$ cat config.mk
export PLATFORM = sky130hd
export DESIGN_NAME = sync_rate_monitor
export DESIGN_NICKNAME = d
export VERILOG_FILES = /design/src/rtl/sync_rate_monitor_pkg.sv /design/src/rtl/sync_rate_monitor_edge_det.sv /design/src/rtl/sync_rate_monitor.sv
export SDC_FILE = /design/constraint.sdc
export NUM_CORES = 1
export LEC_CHECK = 0
export CAP_MARGIN = 30
export CORE_ASPECT_RATIO = 0.8
export CORE_MARGIN = 2
export CORE_UTILIZATION = 25
export CTS_BUF_LIST = sky130_fd_sc_hd__clkbuf_8
export DETAILED_ROUTE_END_ITERATION = 6
export SYNTH_ARGS = -nofsm -noshare
export SYNTH_HDL_FRONTEND = slang
export SYNTH_SLANG_ARGS = --single-unit
export TNS_END_PERCENT = 20
$ cat constraint.sdc
create_clock -name i_clk -period 12.39 [get_ports i_clk]
set_input_delay 3.717 -clock i_clk [delete_from_list [all_inputs] [get_ports i_clk]]
set_output_delay 3.717 -clock i_clk [all_outputs]
set_load 0.02 [all_outputs]
$ cat src/rtl/sync_rate_monitor_pkg.sv
// Shared types, derived-constant helpers and default constants for sync_rate_monitor.
package sync_rate_monitor_pkg;

  // Monitor state encoding
  typedef enum logic {
    ST_WAIT    = 1'b0,
    ST_MEASURE = 1'b1
  } state_e;

  // Nominal PPS period in system clocks
  function automatic int unsigned calc_per_nom(input int unsigned clk_hz,
                                               input int unsigned pps_s,
                                               input int unsigned pps_n);
    longint unsigned v;
    v = longint'(clk_hz) * longint'(pps_s) / longint'(pps_n);
    return 32'(v);
  endfunction

  // PPS tolerance in system clocks; multiply first so sub-MHz clocks keep resolution
  function automatic int unsigned calc_per_tol(input int unsigned clk_hz,
                                               input int unsigned pps_tol_us);
    longint unsigned v;
    v = longint'(clk_hz) * longint'(pps_tol_us) / 64'd1000000;
    return 32'(v);
  endfunction

  // Expected SYNC edges per PPS interval
  function automatic int unsigned calc_exp_cnt(input int unsigned clk_sync_hz,
                                               input int unsigned pps_s,
                                               input int unsigned pps_n);
    longint unsigned v;
    v = longint'(clk_sync_hz) * longint'(pps_s) / longint'(pps_n);
    return 32'(v);
  endfunction

  // |err| <= tol for a sign-extended error; 33-bit magnitude avoids overflow at the most negative value
  function automatic logic abs_le(input logic signed [31:0] err, input int unsigned tol);
    logic [32:0] ext;
    logic [32:0] mag;
    ext = {err[31], err};
    mag = ext[32] ? (~ext + 33'd1) : ext;
    return mag <= {1'b0, tol};
  endfunction

  // Constants for the default 40 MHz / 10 PPS-per-second configuration
  localparam int unsigned def_per_nom  = calc_per_nom(32'd40000000, 32'd1, 32'd10);
  localparam int unsigned def_per_tol  = calc_per_tol(32'd40000000, 32'd500);
  localparam int unsigned def_exp_cnt  = calc_exp_cnt(32'd1000, 32'd1, 32'd10);
  localparam int unsigned def_per_bits = $clog2(def_per_nom + def_per_tol + 2);

endpackage

$ cat src/rtl/sync_rate_monitor_edge_det.sv
// Two-flop synchroniser with previous-value register and single-cycle edge pulse.
module sync_edge_det
  import sync_rate_monitor_pkg::*;
#(
  parameter bit RISING = 1'b1
) (
  input  logic i_clk,
  input  logic i_rst,
  input  logic i_d,
  output logic o_edge_c
);

  logic meta_q, meta_d;
  logic sync_q, sync_d;
  logic prev_q, prev_d;

  // Next values of the synchroniser chain
  always_comb begin
    meta_d = i_d;
    sync_d = meta_q;
    prev_d = sync_q;
  end

  // Synchroniser and history registers
  always_ff @(posedge i_clk or posedge i_rst) begin
    if (i_rst) begin
      meta_q <= 1'b0;
      sync_q <= 1'b0;
      prev_q <= 1'b0;
    end else begin
      meta_q <= meta_d;
      sync_q <= sync_d;
      prev_q <= prev_d;
    end
  end

  assign o_edge_c = RISING ? (sync_q & ~prev_q) : (~sync_q & prev_q);

endmodule

$ cat src/rtl/sync_rate_monitor.sv
// Measures PPS period and per-channel SYNC counts per PPS interval, with tolerance and lock status.
module sync_rate_monitor
  import sync_rate_monitor_pkg::*;
#(
  parameter int unsigned clk_hz      = 40000000,
  parameter int unsigned pps_n       = 10,
  parameter int unsigned pps_s       = 1,
  parameter int unsigned pps_tol_us  = 500,
  parameter int unsigned clk_sync_hz = 1000,
  parameter int unsigned n_ch        = 2,
  parameter int unsigned cnt_bits    = 16,
  parameter int unsigned err_tol     = 1,
  parameter int unsigned lock_n      = 4,
  localparam int unsigned per_nom    = calc_per_nom(clk_hz, pps_s, pps_n),
  localparam int unsigned per_tol    = calc_per_tol(clk_hz, pps_tol_us),
  localparam int unsigned exp_cnt    = calc_exp_cnt(clk_sync_hz, pps_s, pps_n),
  localparam int unsigned per_bits   = $clog2(per_nom + per_tol + 2)
) (
  input  logic                       i_clk,
  input  logic                       i_rst,
  input  logic                       i_pps,
  input  logic [n_ch-1:0]            i_sync,
  output logic [per_bits-1:0]        o_period,
  output logic [n_ch*cnt_bits-1:0]   o_count,
  output logic [n_ch*cnt_bits-1:0]   o_err,
  output logic [n_ch-1:0]            o_ch_ok,
  output logic                       o_pps_valid,
  output logic                       o_locked,
  output logic                       o_update
);

  localparam int unsigned lock_bits = $clog2(lock_n + 1);
  localparam int unsigned per_lo    = per_nom - per_tol;
  localparam int unsigned per_hi    = per_nom + per_tol;

  logic                 pps_edge_c;
  logic [n_ch-1:0]      sync_edge_c;

  state_e                          state_q, state_d;
  logic [per_bits-1:0]             per_cnt_q, per_cnt_d;
  logic [n_ch-1:0][cnt_bits-1:0]   cnt_q, cnt_d;
  logic [per_bits-1:0]             period_q, period_d;
  logic [n_ch-1:0][cnt_bits-1:0]   count_q, count_d;
  logic [n_ch-1:0][cnt_bits-1:0]   err_q, err_d;
  logic [n_ch-1:0]                 ch_ok_q, ch_ok_d;
  logic                            pps_valid_q, pps_valid_d;
  logic                            locked_q, locked_d;
  logic [lock_bits-1:0]            lock_cnt_q, lock_cnt_d;
  logic                            update_q, update_d;
  logic                            good_c;

  // PPS rising-edge detector
  sync_edge_det #(.RISING(1'b1)) u_pps_det (
    .i_clk    (i_clk),
    .i_rst    (i_rst),
    .i_d      (i_pps),
    .o_edge_c (pps_edge_c)
  );

  // SYNC falling-edge detectors, one per channel
  for (genvar g = 0; g < int'(n_ch); g++) begin : g_sync
    sync_edge_det #(.RISING(1'b0)) u_sync_det (
      .i_clk    (i_clk),
      .i_rst    (i_rst),
      .i_d      (i_sync[g]),
      .o_edge_c (sync_edge_c[g])
    );
  end

  // Next-state, counters and latched results
  always_comb begin
    state_d     = state_q;
    per_cnt_d   = (per_cnt_q == '1) ? per_cnt_q : per_cnt_q + 1'b1;
    cnt_d       = cnt_q;
    period_d    = period_q;
    count_d     = count_q;
    err_d       = err_q;
    ch_ok_d     = ch_ok_q;
    pps_valid_d = pps_valid_q;
    locked_d    = locked_q;
    lock_cnt_d  = lock_cnt_q;
    update_d    = 1'b0;
    good_c      = 1'b0;

    for (int unsigned k = 0; k < n_ch; k++) begin
      if (sync_edge_c[k] && (cnt_q[k] != '1)) begin
        cnt_d[k] = cnt_q[k] + 1'b1;
      end
    end

    case (state_q)
      ST_WAIT: begin
        if (pps_edge_c) begin
          state_d   = ST_MEASURE;
          per_cnt_d = '0;
          for (int unsigned k = 0; k < n_ch; k++) begin
            cnt_d[k] = sync_edge_c[k] ? cnt_bits'(1) : '0;
          end
        end
      end

      ST_MEASURE: begin
        if (pps_edge_c) begin
          period_d    = per_cnt_q + 1'b1;
          pps_valid_d = (period_d >= per_bits'(per_lo)) && (period_d <= per_bits'(per_hi));
          for (int unsigned k = 0; k < n_ch; k++) begin
            count_d[k] = cnt_q[k];
            err_d[k]   = cnt_q[k] - cnt_bits'(exp_cnt);
            ch_ok_d[k] = abs_le(32'(signed'(err_d[k])), err_tol);
            // A coincident SYNC edge opens the new interval rather than closing the old one
            cnt_d[k]   = sync_edge_c[k] ? cnt_bits'(1) : '0;
          end
          good_c = pps_valid_d && (&ch_ok_d);
          if (!good_c) begin
            lock_cnt_d = '0;
          end else if (lock_cnt_q != lock_bits'(lock_n)) begin
            lock_cnt_d = lock_cnt_q + 1'b1;
          end
          locked_d  = (lock_cnt_d == lock_bits'(lock_n));
          update_d  = 1'b1;
          per_cnt_d = '0;
        end else if (per_cnt_q >= per_bits'(per_hi)) begin
          state_d     = ST_WAIT;
          pps_valid_d = 1'b0;
          locked_d    = 1'b0;
          lock_cnt_d  = '0;
          ch_ok_d     = '0;
        end
      end

      default: state_d = ST_WAIT;
    endcase
  end

  // State and output registers
  always_ff @(posedge i_clk or posedge i_rst) begin
    if (i_rst) begin
      state_q     <= ST_WAIT;
      per_cnt_q   <= '0;
      cnt_q       <= '0;
      period_q    <= '0;
      count_q     <= '0;
      err_q       <= '0;
      ch_ok_q     <= '0;
      pps_valid_q <= 1'b0;
      locked_q    <= 1'b0;
      lock_cnt_q  <= '0;
      update_q    <= 1'b0;
    end else begin
      state_q     <= state_d;
      per_cnt_q   <= per_cnt_d;
      cnt_q       <= cnt_d;
      period_q    <= period_d;
      count_q     <= count_d;
      err_q       <= err_d;
      ch_ok_q     <= ch_ok_d;
      pps_valid_q <= pps_valid_d;
      locked_q    <= locked_d;
      lock_cnt_q  <= lock_cnt_d;
      update_q    <= update_d;
    end
  end

  assign o_period    = period_q;
  assign o_count     = count_q;
  assign o_err       = err_q;
  assign o_ch_ok     = ch_ok_q;
  assign o_pps_valid = pps_valid_q;
  assign o_locked    = locked_q;
  assign o_update    = update_q;

endmodule

Word-level counts from Yosys, hierarchy flattened
Cells that the tools add are included.
{"block": "totals", "reg_bits": 158, "ramBits": 0, "inputBits": 5, "output_inout_bits": 91, "mem_bits_ro": 0, "latch_bits": 0, "elab_cells": 86, "mem_count": 0}
{"block": "op_classes", "reduce_logical": 10, "n_eq_ne": 6, "mux": 25, "div": 0, "mul": 0, "n_bitwise": 9, "n_shift": 0, "order_cmp": 5, "add_sub_neg": 8}
{"cell": "33-bit by 1-bit adder with 33-bit output, second input constant", "count": 2}
{"cell": "33-bit by 1-bit <= comparator with 1-bit output, second input constant", "count": 2}
{"cell": "33-bit 2-to-1 mux", "count": 2}
{"cell": "33-bit NOT", "count": 2}
{"cell": "22-bit >= comparator, second input constant", "count": 2}
{"cell": "22-bit 2-to-1 mux", "count": 2}
{"cell": "16-bit by 1-bit adder with 16-bit output, second input constant", "count": 2}
{"cell": "16-bit 2-to-1 mux", "count": 2}
{"cell": "32-bit 2-to-1 mux", "count": 1}
{"cell": "16-bit inequality test, second input constant", "count": 2}
{"cell": "16-bit by 7-bit subtractor with 16-bit output, second input constant", "count": 2}
{"cell": "22-bit by 1-bit adder with 22-bit output, second input constant", "count": 1}
{"cell": "22-bit == test, second input constant", "count": 1}
{"cell": "22-bit <= comparator, second input constant", "count": 1}
{"cell": "3-bit 2-to-1 mux", "count": 6}
{"cell": "1-bit 2-to-1 mux", "count": 9}
{"cell": "2-bit AND reduction", "count": 3}
{"cell": "2-bit nonzero test", "count": 3}
{"cell": "1-bit logical AND", "count": 4}
{"cell": "2-bit 2-to-1 mux", "count": 2}
{"cell": "1-bit NOT", "count": 4}
{"cell": "3-bit by 1-bit adder with 3-bit output, second input constant", "count": 1}
{"cell": "1-bit bitwise AND", "count": 3}
{"cell": "3-bit == test, second input constant", "count": 1}
{"cell": "other kinds (3)", "count": 3}

Longest topological paths before layout
{"block": "logic_depth", "ltp_word": 12, "ltp_mapped": 13, "ltp_nobuf": 11}

Cells and area by module
A second synthesis with hierarchy kept.
{"block": "hier_totals", "cells_unflattened": 912, "hier_area_um2": 8199.1}
{"mod": "sync_rate_monitor", "seq_area_each_um2": 3628.5, "n_inst": 1, "cells_per_inst": 897, "area_each_um2": 7921.3}
{"mod": "sync_edge_det", "seq_area_each_um2": 75.1, "n_inst": 3, "cells_per_inst": 5, "area_each_um2": 92.6}

Least setup slack after synthesis
OpenSTA, ideal clock, no wires.
{"block": "synth_timing", "path_type": "register -> output", "start": "register o_count[0] (netlist name)", "end": "output port o_err[0]", "path_stages_with_launch": 2, "path_slack_ns": 8.047, "n_path_buf": 1, "t_required_ns": 8.673, "arrival_ns": 0.626, "cell_sequence": "dfrtp_1 > buf_4"}
{"item": "end: declaration", "line_no": "sync_rate_monitor.sv:25", "source": "output logic [n_ch*cnt_bits-1:0] o_err,"}

Final worst setup path
{"block": "layout_timing", "start": "register count_q, in the netlist o_count[17]", "end": "output port o_count[17]"}
{"item": "start: declaration", "line_no": "sync_rate_monitor.sv:43", "source": "logic [n_ch-1:0][cnt_bits-1:0] count_q, count_d;"}
{"item": "start signal: assignment", "line_no": "sync_rate_monitor.sv:154", "source": "count_q <= count_d;"}
{"item": "end: declaration", "line_no": "sync_rate_monitor.sv:24", "source": "output logic [n_ch*cnt_bits-1:0] o_count,"}
No word-level cell between the ends.

==> results.toml <==
[cts]
clockRootBuffer = "clkbuf_8"
hold_buffers = 0
path_clk_slew_ns = 0.08
cts_buffers = 17
post_cts_buffers = 0
clk_latency_ns = 0.46
clkSinkCount = 154
postCtsResizedCells = 0
cts_tree = "yes"
cts.path.max_buffers = 2
htreeDepth = 4

[yosys]
postSynth.asyncResetShare_pct = 100
seq_area_frac_synth_pct = 44.7
ys_types = 73
ys_seq_elements = 154
synth_area_per_cell_um2 = 8.75
ys.flop_type = "dfrtp_1"
synth-warning-count = 0
syn_nets = 1005
syn_inst = 986
synth_area_um2 = 8630
synth-edff-count = 0

[placed_design]
gp_congestion = 0.851
post-dp-hpwl_um = 17200
port_buffers = 95
dp_slack_ns = 6.84

[setup_path]
crit_type = "register to primary output"
cp_slowest_cell = "clkdlybuf4s50_1"
critical_path_buf_inv_count = 1
cp.arrival_ns = 1.51
slowest_delay_ns = 0.63
worstPathCellList = "clkdlybuf4s50_1"
endpoint_kind = "primary output"
cp_max_fo = 3
cp.required_ns = 8.67
crit_family = "buffers and inverters"
crit_path_start_kind = "register"

[grt]
overflow = 0
antenna_found_initial = 0
groute.usage.overall_pct = 13.6
grt_pass1_vias = 7168
grt_max_degree = 74
grt_pass1_wl_um = 39200

[sta]
rsz0062_at_grt = "no"
clock_skew_ns = 0.0185
tightest_slew_ns = 0.887
setup_violations = 0
drv_slew = 0
fin_crit_sh_pct = 42.2
fin_setup_tns_ns = 0
fmax_mhz = 191
relSlewSlack_pct = 40.7
final_hold_viol_count = 0
fin_crit_ns = 5.23
timing.final.ws_setup_ns = 7.16

[floorplan]
die_height_um = 170
initial_utilization_pct = 25.5
core_um2 = 33800
die_area_um2 = 36000
num_rows = 60
die_x_um = 212
boundaryPins = 96

[cells_and_area]
fin_util_pct = 30.4
drive_gt1_share_pct = 4.80
synthToLayoutAreaGrowth_pct = 19.2
num_antenna_cells = 0
nets = 1049

[pwr]
p_per_area_nw_per_um2 = 112
ir_drop_mv = 0.0602
leakagePower_nw = 4.28

[route]
via_count = 7334
routed_wl_um = 23900
vias_per_cell = 4.97
drc = 0
first_pass_iters = 5
drt.antenna.violating_nets = 0
detail_route.iter0.violations = 578
post_drt_wl_per_cell_um = 16.2

[worst_hold_path]
min_path_type = "register to register"

[run_status]
status = "complete, no violations"

[flow_run]
maxCapViolCount = 0
metal layers:
metal | up-vias | GRT usage (%) | wire length, um
li1 | 3562 | - | -
met2 | 169 | 20.8 | 10600
met4 | 0 | 3.89 | 345
met1 | 3579 | 19.2 | 11900
met3 | 24 | 2.97 | 1080
met5 | - | 0 | 0
where the power goes:
| part | switching, mW | internal [mW] |
|---|---|---|
| logic | 0.106 | 0.0712 |
| registers | 0.0298 | 0.530 |
| clock network | 0.194 | 0.217 |
| total | 0.330 | 0.818 |
area by class of cell:
class | count | area, um^2
clock inverters | 14 | 183
inverters | 18 | 72.6
well taps | 434 | 543
clock buffers | 17 | 234
fillers | 3532 | 23500
multi-input cells | 739 | 4390
flip-flops and latches | 154 | 3850
repair buffers | 100 | 1010
worst paths after layout:
path                                  startpoint               end  slack, ns  cells past startpoint
worst min-delay path            u_pps_det.meta_q  u_pps_det.prev_d       0.36                      0
worst min register to register  u_pps_det.meta_q  u_pps_det.prev_d       0.36                      0
min in group asynchronous                  i_rst       o_period[1]       3.75                      2
max in group asynchronous                  i_rst         o_err[28]       7.41                      4
worst max-delay path                 o_count[17]       o_count[17]       7.16                      1
worst max register to register         cnt_q[18]     lock_cnt_q[1]       8.29                     11
synthesized netlist by cell type (all sizes together) (4+ instances only):
cell / instances / area [um^2]
o21ai: 86 / 434
nand2: 177 / 664
nor2b: 8 / 50.1
nor3: 27 / 151
buf: 20 / 128
and2: 8 / 50.1
inv: 18 / 67.6
or3: 17 / 106
and3: 13 / 81.3
nor2: 66 / 248
nand3: 31 / 155
o2111ai: 6 / 52.6
nand2b: 9 / 56.3
a22o: 4 / 35.0
a211oi: 5 / 42.5
a21oi: 48 / 244
xnor2: 39 / 342
o21a: 7 / 52.6
nand3b: 6 / 45.0
a41oi: 4 / 35.0
o31ai: 10 / 75.1
mux2i: 4 / 40.0
dfrtp: 154 / 3850
a31oi: 6 / 37.5
clkbuf: 55 / 206
nor4: 17 / 131
nand4: 19 / 119
xor2: 36 / 334
o211ai: 8 / 60.1
nand4b: 4 / 35.0
o31a: 4 / 35.0
ha: 14 / 175
cells by family (layout without fill, tap and decap cells):
| logic type | count (synthesis) | after routing | share of synthesized area (%) |
|---|---|---|---|
| and+or+nand+nor | 420 | 420 | 23.7 |
| adders and majority gates | 14 | 14 | 2.03 |
| buffers and inverters | 93 | 149 | 4.65 |
| AOI/OAI and AO/OA | 226 | 226 | 16.7 |
| xor gates and xnor gates | 75 | 75 | 7.83 |
| muxes | 4 | 4 | 0.464 |
| DFF | 154 | 154 | 44.7 |
sequential cells by signal, summed over array words and instances (netlist names), 2 cells and up:
register,flops
lock_cnt_q,3
cnt_q,32
g_sync.u_sync_det.prev_q,2
g_sync.u_sync_det.meta_q,2
o_count,32
g_sync.u_sync_det.prev_d,2
o_ch_ok,2
o_period,22
per_cnt_q,22
o_err,28
cells in the final DEF (no fill, tap or decap), drive strengths merged, types with 5 or more instances in the layout:
cell type,netlist,final
a21oi,48,48
xnor2,39,39
a211oi,5,5
inv,18,22
ha,14,14
buf,20,5
nand2,177,177
o2111ai,6,6
nand4,19,19
nand2b,9,9
nor2b,8,8
o31ai,10,10
clkbuf,55,17
nor2,66,66
nor4,17,17
nand3,31,31
clkdlybuf4s50,0,95
and3,13,13
nand3b,6,6
a31oi,6,6
o211ai,8,8
or3,17,17
and2,8,8
dfrtp,154,154
o21a,7,7
nor3,27,27
xor2,36,36
o21ai,86,86
through the flow:
stage                     power [mW]  hold WS, ns  std cells  cell area [um^2]
after global routing            1.20        0.372       1476             10300
after CTS                       1.16        0.361       1476             10300
after floorplan                0.673        0.331        986              8630
final                           1.15        0.359       1476             10300
after detailed placement       0.749        0.345       1445              9870
after global placement         0.746        0.333       1444              9840
No activity file was read; power rests on OpenSTA's default activity.
==> RTL change: new RTL, same settings <==
The parameter `n_ch` goes from 2 to 4.
--- a/src/rtl/sync_rate_monitor.sv
+++ b/src/rtl/sync_rate_monitor.sv
@@ -9,3 +9,3 @@
   parameter int unsigned clk_sync_hz = 1000,
-  parameter int unsigned n_ch        = 2,
+  parameter int unsigned n_ch        = 4,
   parameter int unsigned cnt_bits    = 16,
Ports: changed (resized i_sync, o_ch_ok, o_count and o_err); port bits go from 96 to 164. The function was not compared with the original's and may differ.
==> RTL change against the original RTL <==
Utilization rose by 0.68 points. Routed wire length rose by 72%. Setup slack got worse by 0.19 ns. Register-to-register slack got worse by 0.52 ns. Power rose by 87%. Synthesized cell count rose by 63%. Area after synthesis rose by 63%. Final area rose by 68%. Sequential share of layout area fell by 0.61 points. Sequential cell count rose by 100. Count of clock-buffer cells in the layout rose by 43. Highest routed layer unchanged.
==> RTL change: results (changes against the original RTL) <==
[cts]
htreeDepth=2  ; was 4
clk_path_buf_depth=3  ; was 2
cts_made_buffers=47  ; was 17
clk_latency_ns=0.62  ; was 0.46 ns

[finish]
final_layout_size_suffix_gt1_share_pct=6.315  ; was 4.798%
stdcell_count=2492  ; was 1476

[setup_path]
crit_fanout=2  ; was 3
slowest_delay_ns=0.72  ; was 0.63 ns

[grt]
grt_util_all_layers_pct=14.23  ; was 13.61%
grt_max_degree=166  ; was 74
grt_pass1_wl_mm=66.58  ; was 39.15 mm

[placed_design]
numPlacedInstances=2405  ; was 1445
dpl_cell_area_um2=16160  ; was 9866 um^2
pre_cts_ws_ns=6.684  ; was 6.838 ns

[drt]
wl_mm=41.20  ; was 23.93 mm
first_pass_iters=6  ; was 5
via_count=12160  ; was 7334
drtIter0Drc=910  ; was 578

[min_path]
hold_start=g_sync[0].u_sync_det.meta_q  ; was u_pps_det.meta_q

[sta]
skew_ns=0.02973  ; was 0.01847 ns
tightest_slew_ns=1.082  ; was 0.8871 ns

[outcome]
status=finished, final reports clean  ; unchanged

[synthesis]
avgSynthCellArea_um2=8.706  ; was 8.751 um^2
ys_top_cells_by_count=nand2_1, dfrtp_1, o21ai_0, nor2_1, clkbuf_1  ; unchanged
ys_types=81  ; was 73

[power_and_ir_drop]
leakagePower_nw=7.213  ; was 4.278 nW
vdd_drop_max_mv=0.06931  ; was 0.06025 mV

RTL change: changes by cell type in the layout (fill, tap and decap cells not counted), moves of 15 or more:
cell             before  now
a21oi_1              47   63
clkbuf_8             17   60
clkdlybuf4s50_1      95  163
dfrtp_1             154  254
inv_1                20   45
nand2_1             176  301
nand3_1              31   49
nor2_1               66  112
nor3_1               25   43
o21ai_0              83  134
or3_1                17   32
xnor2_1              39   84
RTL change: per-layer routing:
| metal | track usage (%) | share of wire (%) |
|---|---|---|
| met1 | 21.73 | 51 |
| met2 | 20.31 | 42 |
| met3 | 2.590 | 5.7 |
| met4 | 3.704 | 1.9 |
| met5 | 0 | 0 |
RTL change: final cells by class:
cell class | count | area, um^2
Clock buffer | 60 | 825.8
Clock inverter | 26 | 229.0
Fill cell | 5769 | 38160
Inverter | 39 | 153.9
Multi-Input combinational cell | 1192 | 7015
Sequential cell | 254 | 6356
Tap cell | 750 | 938.4
Timing Repair Buffer | 171 | 1722
RTL change: logic make-up (layout without fill, tap and decap cells):
family,Yosys count,count (layout),synth area share [%]
flip-flops,254,254,45.32
multiplexers,10,10,0.7227
AND/OR/NAND/NOR,692,692,23.65
AO/OA/AOI/OAI,337,337,15.29
buffers and inverters,165,296,4.764
adder cells (fa/ha/maj),24,24,2.141
XOR/XNOR,129,129,8.110
RTL change: power groups by stage:
stage               Combinational [mW]  Clock, mW  Sequential (mW)
global placement                 0.307          0            0.938
global route                     0.340      0.980            0.932
CTS                              0.312      0.946            0.925
finish                           0.309      0.907            0.925
floorplan                        0.155          0            0.964
detailed placement               0.311          0            0.939
RTL change: worst max-delay path by stage:
stage	depth (start not counted)	to	start	slack, ns
floorplan	1	cnt_q[0]	i_rst	1.69
global placement	3	cnt_q[5]	i_rst	6.74
detailed placement	3	cnt_q[6]	i_rst	6.68
CTS	1	o_count[47]	o_count[47]	6.92
global route	1	o_err[44]	o_err[44]	6.91
finish	1	o_locked	o_locked	6.98
